`src/rtl/ir_pkg.sv`:
```
// Shared IR protocol definitions: FSM encodings, SIRC unit counts and default
// 25 MHz timing constants, common to the rover IR transmitter and receiver.
package ir_pkg;

    typedef enum logic [2:0] {
        S_IDLE       = 3'd0,
        S_START      = 3'd1,
        S_GAP        = 3'd2,
        S_DATA       = 3'd3,
        S_FRAME_WAIT = 3'd4
    } ir_state_e;

    // SIRC segment lengths in protocol units
    localparam int unsigned START_UNITS = 4;
    localparam int unsigned SPACE_UNITS = 1;
    localparam int unsigned ZERO_UNITS  = 1;
    localparam int unsigned ONE_UNITS   = 2;

    localparam int unsigned CMD_BITS = 12;

    localparam int unsigned DEF_UNIT_CYCLES    = 15000;
    localparam int unsigned DEF_CARRIER_PERIOD = 625;
    localparam int unsigned DEF_FRAME_UNITS    = 75;
    localparam int unsigned DEF_REPEATS        = 3;

endpackage

```
`src/rtl/ir_carrier_gen.sv`:
```
// Registered square-wave carrier; high for the first half of each period,
// phase restarts on every rising edge of enable.
module ir_carrier_gen
    import ir_pkg::*;
#(
    parameter int unsigned CARRIER_PERIOD = DEF_CARRIER_PERIOD
) (
    input  logic clock,
    input  logic reset,
    input  logic enable,
    output logic carrier
);

    localparam int unsigned PW = $clog2(CARRIER_PERIOD + 1);
    localparam logic [PW-1:0] LAST = PW'(CARRIER_PERIOD - 1);
    localparam logic [PW-1:0] HALF = PW'(CARRIER_PERIOD / 2);

    logic [PW-1:0] phase_q, phase_d;
    logic          en_q;
    logic          carrier_q, carrier_d;

    // enable is the upcoming cycle's mark flag, so a fresh mark gets phase 0
    always_comb begin
        phase_d = '0;
        if (enable && en_q)
            phase_d = (phase_q == LAST) ? '0 : phase_q + PW'(1);
        carrier_d = enable && (phase_d < HALF);
    end

    always_ff @(posedge clock) begin
        if (reset) begin
            phase_q   <= '0;
            en_q      <= 1'b0;
            carrier_q <= 1'b0;
        end else begin
            phase_q   <= phase_d;
            en_q      <= enable;
            carrier_q <= carrier_d;
        end
    end

    assign carrier = carrier_q;

endmodule

```
`src/rtl/ir_command_transmitter.sv`:
```
// SIRC-style IR command transmitter: sends a 12-bit rover command REPEATS
// times, LSB first, on a carrier-modulated LED drive.
module ir_command_transmitter
    import ir_pkg::*;
#(
    parameter int unsigned UNIT_CYCLES    = DEF_UNIT_CYCLES,
    parameter int unsigned CARRIER_PERIOD = DEF_CARRIER_PERIOD,
    parameter int unsigned FRAME_UNITS    = DEF_FRAME_UNITS,
    parameter int unsigned REPEATS        = DEF_REPEATS
) (
    input  logic                clock,
    input  logic                reset,
    input  logic                send,
    input  logic [CMD_BITS-1:0] command,
    output logic                ir_out,
    output logic                busy,
    output logic                done,
    output logic [2:0]          state
);

    localparam logic [31:0] START_LEN = 32'(START_UNITS * UNIT_CYCLES);
    localparam logic [31:0] SPACE_LEN = 32'(SPACE_UNITS * UNIT_CYCLES);
    localparam logic [31:0] ZERO_LEN  = 32'(ZERO_UNITS * UNIT_CYCLES);
    localparam logic [31:0] ONE_LEN   = 32'(ONE_UNITS * UNIT_CYCLES);
    localparam logic [31:0] FRAME_LEN = 32'(FRAME_UNITS * UNIT_CYCLES);
    localparam logic [3:0]  LAST_BIT  = 4'(CMD_BITS - 1);
    localparam logic [2:0]  LAST_REP  = 3'(REPEATS - 1);

    ir_state_e           state_q, state_d;
    logic [31:0]         unit_q, unit_d;
    logic [31:0]         frame_q, frame_d;
    logic [CMD_BITS-1:0] cmd_q, cmd_d;
    logic [3:0]          bit_q, bit_d;
    logic [2:0]          rep_q, rep_d;

    logic [31:0] mark_len;
    logic        frame_end, fin, accept, mark_en;

    assign mark_len  = cmd_q[bit_q] ? ONE_LEN : ZERO_LEN;
    assign frame_end = (frame_q == FRAME_LEN - 32'd1);
    // last cycle of the final frame period: done and re-accept point
    assign fin       = (state_q == S_FRAME_WAIT) && frame_end && (rep_q == LAST_REP);
    assign accept    = send && ((state_q == S_IDLE) || fin);

    always_ff @(posedge clock) begin
        if (reset) begin
            state_q <= S_IDLE;
            unit_q  <= '0;
            frame_q <= '0;
            cmd_q   <= '0;
            bit_q   <= '0;
            rep_q   <= '0;
        end else begin
            state_q <= state_d;
            unit_q  <= unit_d;
            frame_q <= frame_d;
            cmd_q   <= cmd_d;
            bit_q   <= bit_d;
            rep_q   <= rep_d;
        end
    end

    always_comb begin
        state_d = state_q;
        unit_d  = unit_q + 32'd1;
        frame_d = frame_q + 32'd1;
        cmd_d   = cmd_q;
        bit_d   = bit_q;
        rep_d   = rep_q;
        case (state_q)
            S_IDLE: begin
                unit_d  = '0;
                frame_d = '0;
            end
            S_START: begin
                if (unit_q == START_LEN - 32'd1) begin
                    state_d = S_GAP;
                    unit_d  = '0;
                end
            end
            S_GAP: begin
                if (unit_q == SPACE_LEN - 32'd1) begin
                    state_d = S_DATA;
                    unit_d  = '0;
                end
            end
            S_DATA: begin
                if (unit_q == mark_len - 32'd1) begin
                    unit_d  = '0;
                    bit_d   = (bit_q == LAST_BIT) ? 4'd0 : bit_q + 4'd1;
                    state_d = (bit_q == LAST_BIT) ? S_FRAME_WAIT : S_GAP;
                end
            end
            S_FRAME_WAIT: begin
                unit_d = '0;
                if (frame_end) begin
                    frame_d = '0;
                    rep_d   = rep_q + 3'd1;
                    state_d = (rep_q == LAST_REP) ? S_IDLE : S_START;
                end
            end
            default: state_d = S_IDLE;
        endcase
        if (accept) begin
            state_d = S_START;
            cmd_d   = command;
            unit_d  = '0;
            frame_d = '0;
            bit_d   = '0;
            rep_d   = '0;
        end
    end

    // carrier is keyed by the next state so ir_out stays a flop yet is in phase
    always_comb begin
        mark_en = (state_d == S_START) || (state_d == S_DATA);
        done    = fin;
        busy    = (state_q != S_IDLE) && !fin;
        state   = state_q;
    end

    ir_carrier_gen #(
        .CARRIER_PERIOD (CARRIER_PERIOD)
    ) u_carrier (
        .clock   (clock),
        .reset   (reset),
        .enable  (mark_en),
        .carrier (ir_out)
    );

endmodule

```
`config.mk`:
```
export PLATFORM = sky130hd
export DESIGN_NAME = ir_command_transmitter
export DESIGN_NICKNAME = d
export VERILOG_FILES = /design/src/rtl/ir_pkg.sv /design/src/rtl/ir_carrier_gen.sv /design/src/rtl/ir_command_transmitter.sv
export SDC_FILE = /design/constraint.sdc
export NUM_CORES = 1
export LEC_CHECK = 0
export CAP_MARGIN = 20
export CORE_MARGIN = 2
export CORE_UTILIZATION = 30
export CTS_CLUSTER_DIAMETER = 50
export DETAILED_ROUTE_END_ITERATION = 8
export PLACE_DENSITY = 0.48
export SLEW_MARGIN = 40
export SYNTH_ARGS = -nofsm -noshare
export SYNTH_HDL_FRONTEND = slang
export SYNTH_HIERARCHICAL = 1
export SYNTH_SLANG_ARGS = --single-unit
```
`constraint.sdc`:
```
create_clock -name clock -period 3.71 [get_ports clock]
set_clock_uncertainty 0.2 [all_clocks]
set_input_delay 0.5565 -clock clock [delete_from_list [all_inputs] [get_ports clock]]
set_output_delay 0.5565 -clock clock [all_outputs]
set_load 0.005 [all_outputs]
```
## After elaboration in Yosys (flattened, before gate mapping)

Cells that the tools add are included.

- Logic and storage cells: 65
- Input bits: 15
- Flip-flop bits (word level): 98

- Equality and inequality tests: 13
- Muxes and demuxes: 20
- Order comparisons: 2
- Reductions and logical operators: 15
- Add/subtract/negate cells: 6

Operator list:

| operator | count |
|---|---|
| $mux 32 | 4 |
| $pmux 32 s4 | 1 |
| $add 32x1->32 const B | 2 |
| $pmux 32 s2 | 1 |
| $eq 32x14->1 const B | 1 |
| $eq 32x16->1 const B | 1 |
| $eq 32x21->1 const B | 1 |
| $eq 32x32->1 | 1 |
| $mux 10 | 2 |
| $mux 3 | 6 |
| $sub 15x1->16 const B | 1 |
| $mux 15 | 1 |
| $pmux 3 s5 | 1 |
| $eq 3x2->1 const B | 4 |
| $add 10x1->10 const B | 1 |
| $eq 10x10->1 const B | 1 |
| $lt 10x9->1 const B | 1 |
| $eq 3x1->1 const B | 2 |
| $logic_and 1x1->1 | 6 |
| $lt 4x5->1 const B | 1 |
| $add 4x1->4 const B | 1 |
| $bmux 1 s4 | 1 |
| $eq 4x4->1 const B | 1 |
| $mux 4 | 1 |
| other kinds (9) | 13 |

## Depth between registers and ports, before layout

Gate-level depths: netlist (run 1).

- Depth after elaboration: 14
- Mapped depth: 11

## By module

The synthesis (run 1) kept the hierarchy.

By module, submodules not included:

| module | instances | cells each | area each (um^2) |
|---|---|---|---|
| ir_command_transmitter | 1 | 463 | 4105.2 |
| ir_carrier_gen | 1 | 65 | 591.8 |

## Least setup slack after synthesis (run 1)

OpenSTA, ideal clock, no wires.

- Path type: register -> register
- From: register bit_q[0]
- To: register u_carrier.phase_q[9]
- Required time: 3446 ps
- Buffers on the path: 2
- Arrival time: 2331 ps
- Cell stages (with the launch flop): 12
- Slack: 1115 ps
- Setup time: 64 ps
- Cell sequence: dfxtp_1 buf_6 mux4_2 or2_1 a31oi_1 o2111a_2 nor2_1 nand2_1 o311ai_2 or2_1 buf_6 nor2_1

- Longest elaborated chain between the ends: 12
- Elaborated cells on any way between the ends: 15

Ends and longest elaborated chain:

| element | RTL line | RTL |
|---|---|---|
| start: declaration | ir_command_transmitter.sv:33 | `logic [3:0] bit_q, bit_d;` |
| start signal: assignment | ir_command_transmitter.sv:58 | `bit_q <= bit_d;` |
| $bmux 1 s4 | ir_command_transmitter.sv:39 | `assign mark_len = cmd_q[bit_q] ? ONE_LEN : ZERO_LEN;` |
| $mux 1 (not written as such) | ir_command_transmitter.sv:39 |  |
| $mux 15 | ir_command_transmitter.sv:39 |  |
| $sub 15x1->16 | ir_command_transmitter.sv:88 | `if (unit_q == mark_len - 32'd1) begin` |
| $eq 32x32->1 | ir_command_transmitter.sv:88 |  |
| $mux 3 * | ir_command_transmitter.sv:88 |  |
| $pmux 3 s5 * | ir_command_transmitter.sv:70 | `case (state_q)` |
| $mux 3 * | ir_command_transmitter.sv:104 | `if (accept) begin` |
| $eq 3x1->1 or $eq 3x2->1 (tied branches) | ir_command_transmitter.sv:116 | `mark_en = (state_d == S_START) \|\| (state_d == S_DATA);` |
| $logic_or 1x1->1 * | ir_command_transmitter.sv:116 |  |
| via mark_en | ir_command_transmitter.sv:37 | `logic frame_end, fin, accept, mark_en;` |
| $logic_and 1x1->1 * | ir_carrier_gen.sv:25 | `if (enable && en_q)` |
| $mux 10 * | ir_carrier_gen.sv:25 |  |
| end signal: assignment | ir_carrier_gen.sv:36 | `phase_q <= phase_d;` |
| end: declaration | ir_carrier_gen.sv:18 | `logic [PW-1:0] phase_q, phase_d;` |

Mark *: on every way through the listed nets, which the timed path passes. The rest lies on a longest branch. The select of a mux whose other input is x is not followed.
A chain may end at the register's enable or synchronous reset.

## Worst setup path in the final report (run 1)

- From: register frame_q[0]
- To: output done

- Longest elaborated chain between the ends: 3

Ends and longest elaborated chain:

| element | RTL line | RTL |
|---|---|---|
| start: declaration | ir_command_transmitter.sv:31 | `logic [31:0] frame_q, frame_d;` |
| start signal: assignment | ir_command_transmitter.sv:56 | `frame_q <= frame_d;` |
| $eq 32x21->1 | ir_command_transmitter.sv:40 | `assign frame_end = (frame_q == FRAME_LEN - 32'd1);` |
| $logic_and 1x1->1 (2 in a row) | ir_command_transmitter.sv:42 | `assign fin = (state_q == S_FRAME_WAIT) && frame_end && (rep_q == LAST_REP);` |
| end: declaration | ir_command_transmitter.sv:17 | `output logic done,` |

Every way passes these cells.

==> results.yml, run 1 <==
detailed_routing:
  drt_iter0_markers: 191
  via_per_inst: 4.76
  route.vias.total: 3623
  ant_nets: 0
  drc: 0
  firstDrtPassIters: 4
  wl_per_cell_um: 12.6
  routed_wl_mm: 9.56
sta:
  period_needed_ns: 3.11
  tightest_slew_ns: 0.810
  slew_headroom: 0.455
  slew_violations: 0
  setup_slack_ns: 0.603
  setup_viol: 0
  period_share: 0.837
  tns_ns: 0
  finalHoldViolCount: 0
  rsz0062_at_grt: "no"
  fmax_mhz: 322
place:
  dp_slack_ns: 0.722
  place_area_mm2: 0.00507
  dpl.hpwl_mm: 6.67
  port-buffer-count: 20
  gp_congestion: 0.792
synth:
  async_reset_ff_frac: 0
  synth_fp_nets: 550
  postSynthCellCount: 528
  synth.avg_cell_area_um2: 8.90
  ys.flop_type: "dfxtp_1"
  synth.cell_area_mm2: 0.00470
  ys_ff_latch: 98
  yosysSeqAreaShare: 0.418
  synth_edf_count: 0
  yosys_warnings: 6
  synth_cell_type_count: 60
worst_setup_path:
  path_cells: "ha_1 -> and3_1 -> nand4_1 -> nor4_1 -> clkdlybuf4s50_1"
  r2r-start: "bit_q[0]"
  critical_path.max_stage_delay_ns: 0.57
  slowest_stage: "clkdlybuf4s50_1"
  crit_fanout: 4
  endpoint: "done"
  r2r_end: "u_carrier/phase_q[9]"
  reg2reg_setup_slack_ns: 0.72
  end_kind: "output pin"
  crit_type: "reg -> out"
  crit_path_start: "frame_q[0]"
  cp-start-kind: "flip-flop"
  worst_ep_arrival_time_ns: 2.35
  cp.required_ns: 2.95
  ff2ff_path_depth: 9
cells_and_area:
  finalNetCount: 568
  area_delta_synth_final_pct: 13.7
  multi_input_area_mm2: 0.00257
  n_antenna_cell: 0
  drive_gt1_frac: 0.0800
  final_area_mm2: 0.00534
  regArea_mm2: 0.00196
  nFillCells: 1585
clock_network:
  clk_pin_slew_ns: 0.07
  clockBufferDepth: 2
  post_cts_resized: 0
  clock_sinks: 98
  cts_max_level: 3
  cts_hold_buf: 0
  cts_setup_buffers: 0
  root_buffer: "clkbuf_16"
  numCtsBuffers: 9
  cts_tree: "done"
  clkLatencyLatePin_ns: 0.35
global_routing:
  met3_usage: 0.0359
  grtUsageMet2: 0.199
  grt_pass1_vias: 3469
  grt_pass1_wl_mm: 16.6
  grt_usage: 0.125
  grtUsageMet1: 0.164
  globalRoute.busiestLayer: "met2"
  grt_max_degree: 33
  grt_overflow: 0
  grt_antenna_before_repair: 0
die:
  fp.dieH_um: 129
  die_w_um: 129
  rows: 45
  initial_core_util: 0.308
  ios: 21
  dieArea_mm2: 0.0167
  core_area_mm2: 0.0153
power:
  p_clk_frac: 0.430
  vdd_ir_drop_max_mv: 0.237
  switchingPower_uw: 483
  p_leak_uw: 0.00173
  power_density_mw_per_mm2: 384
  pwr-share-comb: 0.045
  seq_power_share: 0.524
  p_int_uw: 1570
  switching_share: 0.236
flow_run:
  cap_violations: 0
outcome:
  status: "finished clean"
worst_hold_path:
  hold_class: "reg -> reg"
  holdPathStages: 1
-- synthesized netlist by cell type (all sizes together), types with 4 or more instances --
cell type | instances | area (um^2)
or2 | 5 | 31.3
nand2 | 30 | 113
a31oi | 4 | 25.0
xnor2 | 31 | 272
and4 | 4 | 35.0
nor3 | 10 | 50.1
inv | 13 | 48.8
clkbuf | 6 | 26.3
and3 | 13 | 87.6
nor4b | 5 | 43.8
a21oi | 5 | 25.0
mux2i | 14 | 140
xor2 | 39 | 342
and2 | 5 | 31.3
nand4 | 26 | 163
ha | 7 | 87.6
or4 | 4 | 30.0
nor4 | 12 | 75.1
nand3 | 31 | 160
buf | 9 | 78.8
nand2b | 4 | 25.0
nor2 | 113 | 449
dfxtp | 98 | 1960
-- worst min path at each step --
stage                    start         end  slack (ns)
floorplan           frame_q[0]  frame_q[0]        0.22
global route         unit_q[0]   unit_q[0]        0.26
finish               unit_q[0]   unit_q[0]        0.26
detailed placement   unit_q[0]   unit_q[0]        0.24
CTS                  unit_q[0]   unit_q[0]        0.26
global placement    frame_q[0]  frame_q[0]        0.23
-- critical path: cells and delay by family (launching register included) --
family,cells,cell delay [ns]
buf+inv,1,0.57
simple gates,3,0.84
flops,1,0.36
fa+ha+maj,1,0.24
-- metrics by stage --
step                      power, uW  hold slack, ns  utilization  cells
after floorplan                1160           0.218            -    528
after global placement         1190           0.234        0.332    746
after detailed placement       1200           0.245        0.332    746
after CTS                      2090           0.258        0.350    761
after global routing           2150           0.264        0.350    761
final                          2050           0.256        0.350    761
-- power groups by stage --
stage                     combinational [uW]  sequential [uW]  clock (uW)
final                                   93.3             1080         882
after global routing                     104             1080         965
after CTS                               95.3             1080         916
after detailed placement                94.8             1100           0
after global placement                  93.5             1100           0
after floorplan                         63.1             1100           0
-- state kept, by name, summed over array words and instances (netlist names) --
name               count
frame_q               32
unit_q                32
cmd_q                 12
u_carrier/phase_q     10
bit_q                  4
rep_q                  3
state                  3
u_carrier/carrier      1
u_carrier/en_q         1
-- placed cells by master, fill, tap and decap left out, types with 13 or more instances in the layout --
cell	netlist	layout
mux2i_1	14	14
nand3_1	30	30
nor2_1	103	103
nand2_1	30	30
nand4_1	26	26
xor2_1	39	39
inv_1	13	13
clkdlybuf4s50_1	0	20
xnor2_1	31	31
dfxtp_1	98	98
-- kinds of logic after synthesis --
kind of cell / count (synthesis) / share of synthesized area
xor gates and xnor gates: 70 / 0.131
and+or+nand+nor: 275 / 0.300
DFF: 98 / 0.418
AOI/OAI and AO/OA: 33 / 0.0586
adders and majority gates: 7 / 0.0186
muxes: 16 / 0.0394
buffers and inverters: 29 / 0.0349
-- area by class of cell --
type                            instances  area share
Clock buffer                            9      0.0422
Clock inverter                          6     0.00913
Inverter                               13     0.00913
Multi-Input combinational cell        401       0.481
Sequential cell                        98       0.367
Tap cell                              211      0.0494
Timing Repair Buffer                   23      0.0417
-- routing by layer --
layer  up-vias  wire, um  share of wire
met5         -         0              0
met3        10       280          0.029
met1      1693      4740           0.50
met4         0       136          0.014
met2        33      4410           0.46
li1       1887         -              -
Power figures use the tool's default switching activity.
==> run 2, diff against run 1 <==
- clock period: 3.71 -> 3.2 ns (I/O delays scaled with it)
==> run 2 against run 1 <==
Net effect: flip-flop and latch count unchanged; utilization grew 0.52 points; power grew 21%; sequential power grew 16%; first-iteration DRC count is 1.6% higher; clock power grew 28%; critical endpoint is now busy.
==> results.yml, run 2 (synthesized netlist as in run 1, its figures left out) <==
global_routing:
  grt_overflow: 0
  grt_usage: 0.125
  grt_max_degree: 33
  grt_antenna_before_repair: 0
  grt_pass1_vias: 3570
  grt_pass1_wl_mm: 16.7
place:
  dp_slack_ns: 0.324
  gp_congestion: 0.769
  port-buffer-count: 20
  placedCellCount: 749
  dpl.hpwl_mm: 6.93
worst_setup_path:
  crit_fanout: 6
  slowest_stage: "clkdlybuf4s50_1"
  cp.required_ns: 2.52
  critical_path.max_stage_delay_ns: 0.46
  path_cells: "nor4b_1 -> nand4_1 -> o31ai_1 -> nand2_1 -> clkdlybuf4s50_1"
  crit_type: "reg -> out"
  cp-start-kind: "flip-flop"
  worst_ep_arrival_time_ns: 2.35
  end_kind: "output pin"
sta:
  period_share: 0.947
  setup_viol: 0
  tightest_slew_ns: 0.797
  rsz0062_at_grt: "no"
  slew_headroom: 0.464
  setup_slack_ns: 0.169
  slew_violations: 0
  fmax_mhz: 330
  finalHoldViolCount: 0
  period_needed_ns: 3.03
  tns_ns: 0
die:
  ios: 21
  dieArea_mm2: 0.0167
  rows: 45
  initial_core_util: 0.308
  core_area_mm2: 0.0153
  fp.dieH_um: 129
  die_w_um: 129
cells_and_area:
  final_common_cell: "nor2_1"
  top_regs: "frame_q: 32 flops, unit_q: 32 flops, cmd_q: 12 flops"
  instances_no_fill: 765
  n_antenna_cell: 0
  finalNetCount: 571
  multi_input_area_mm2: 0.00258
  layout_common_cells: "nor2_1, dfxtp_1, xor2_1"
  drive_gt1_frac: 0.0884
  regArea_mm2: 0.00196
  area_delta_synth_final_pct: 15.5
  nFillCells: 1610
power:
  p_leak_uw: 0.00177
  p_clk_frac: 0.454
  power_density_mw_per_mm2: 459
  switching_share: 0.225
  seq_power_share: 0.502
  vdd_ir_drop_max_mv: 0.245
  switchingPower_uw: 560
  p_int_uw: 1930
  pwr-share-comb: 0.045
clock_network:
  clk_pin_slew_ns: 0.06
  clock_sinks: 98
  numCtsBuffers: 9
  clkLatencyLatePin_ns: 0.35
  post_cts_resized: 0
  clockBufferDepth: 2
  cts_setup_buffers: 0
  cts_hold_buf: 0
  root_buffer: "clkbuf_16"
  cts_tree: "done"
  cts_max_level: 3
detailed_routing:
  routed_wl_mm: 9.63
  drt_iter0_markers: 194
  ant_nets: 0
  drc: 0
  via_per_inst: 4.81
  firstDrtPassIters: 4
  route.vias.total: 3680
  wl_per_cell_um: 12.6
flow_run:
  cap_violations: 0
worst_hold_path:
  hold_class: "reg -> reg"
outcome:
  status: "finished clean"
-- run 2: worst max-delay path, delay by kind of cell (launching register included) --
family,cells,cell delay (ns)
AO/OA/AOI/OAI,1,0.40
buffers and inverters,1,0.46
flip-flops,1,0.36
AND/OR/NAND/NOR,3,0.79
-- run 2: final cells by class --
class,instances,share of cell area
Timing Repair Buffer,26,0.0475
Tap cell,211,0.0487
Sequential cell,98,0.362
Clock buffer,10,0.0441
Inverter,13,0.00900
Multi-Input combinational cell,401,0.475
Clock inverter,6,0.0136
-- run 2: path summary, 6_finish.rpt --
path	startpoint	endpoint	slack, ns	cells after the start
worst min register to register	frame_q[0]	frame_q[0]	0.25	1
worst min-delay path	frame_q[0]	frame_q[0]	0.25	1
worst max register to register	unit_q[18]	u_carrier/phase_q[7]	0.33	8
worst max-delay path	frame_q[3]	busy	0.17	5
-- run 2: routing by layer --
metal  vias up  global-route usage  part of all wire
met3        14              0.0359             0.026
met1      1753               0.159              0.49
met5         -                   0                 0
met4         0              0.0441             0.016
met2        31               0.201              0.47
li1       1882                   -                 -
-- run 2: metrics by stage --
stage / hold slack (ns) / power [uW] / cell area (um^2) / util
2_1_floorplan: 0.218 / 1350 / 4700 / -
3_3_place_gp: 0.231 / 1390 / 5100 / 0.334
3_5_place_dp: 0.244 / 1390 / 5100 / 0.334
4_1_cts: 0.260 / 2530 / 5420 / 0.355
5_1_grt: 0.287 / 2590 / 5420 / 0.355
6_report: 0.252 / 2490 / 5420 / 0.355
-- run 2: power by group through the flow --
| stage | Sequential [uW] | Clock, uW | Combinational [uW] |
|---|---|---|---|
| after detailed placement | 1280 | 0 | 114 |
| final | 1250 | 1130 | 111 |
| after CTS | 1250 | 1170 | 114 |
| after global placement | 1280 | 0 | 112 |
| after global routing | 1250 | 1210 | 124 |
| after floorplan | 1270 | 0 | 73.1 |
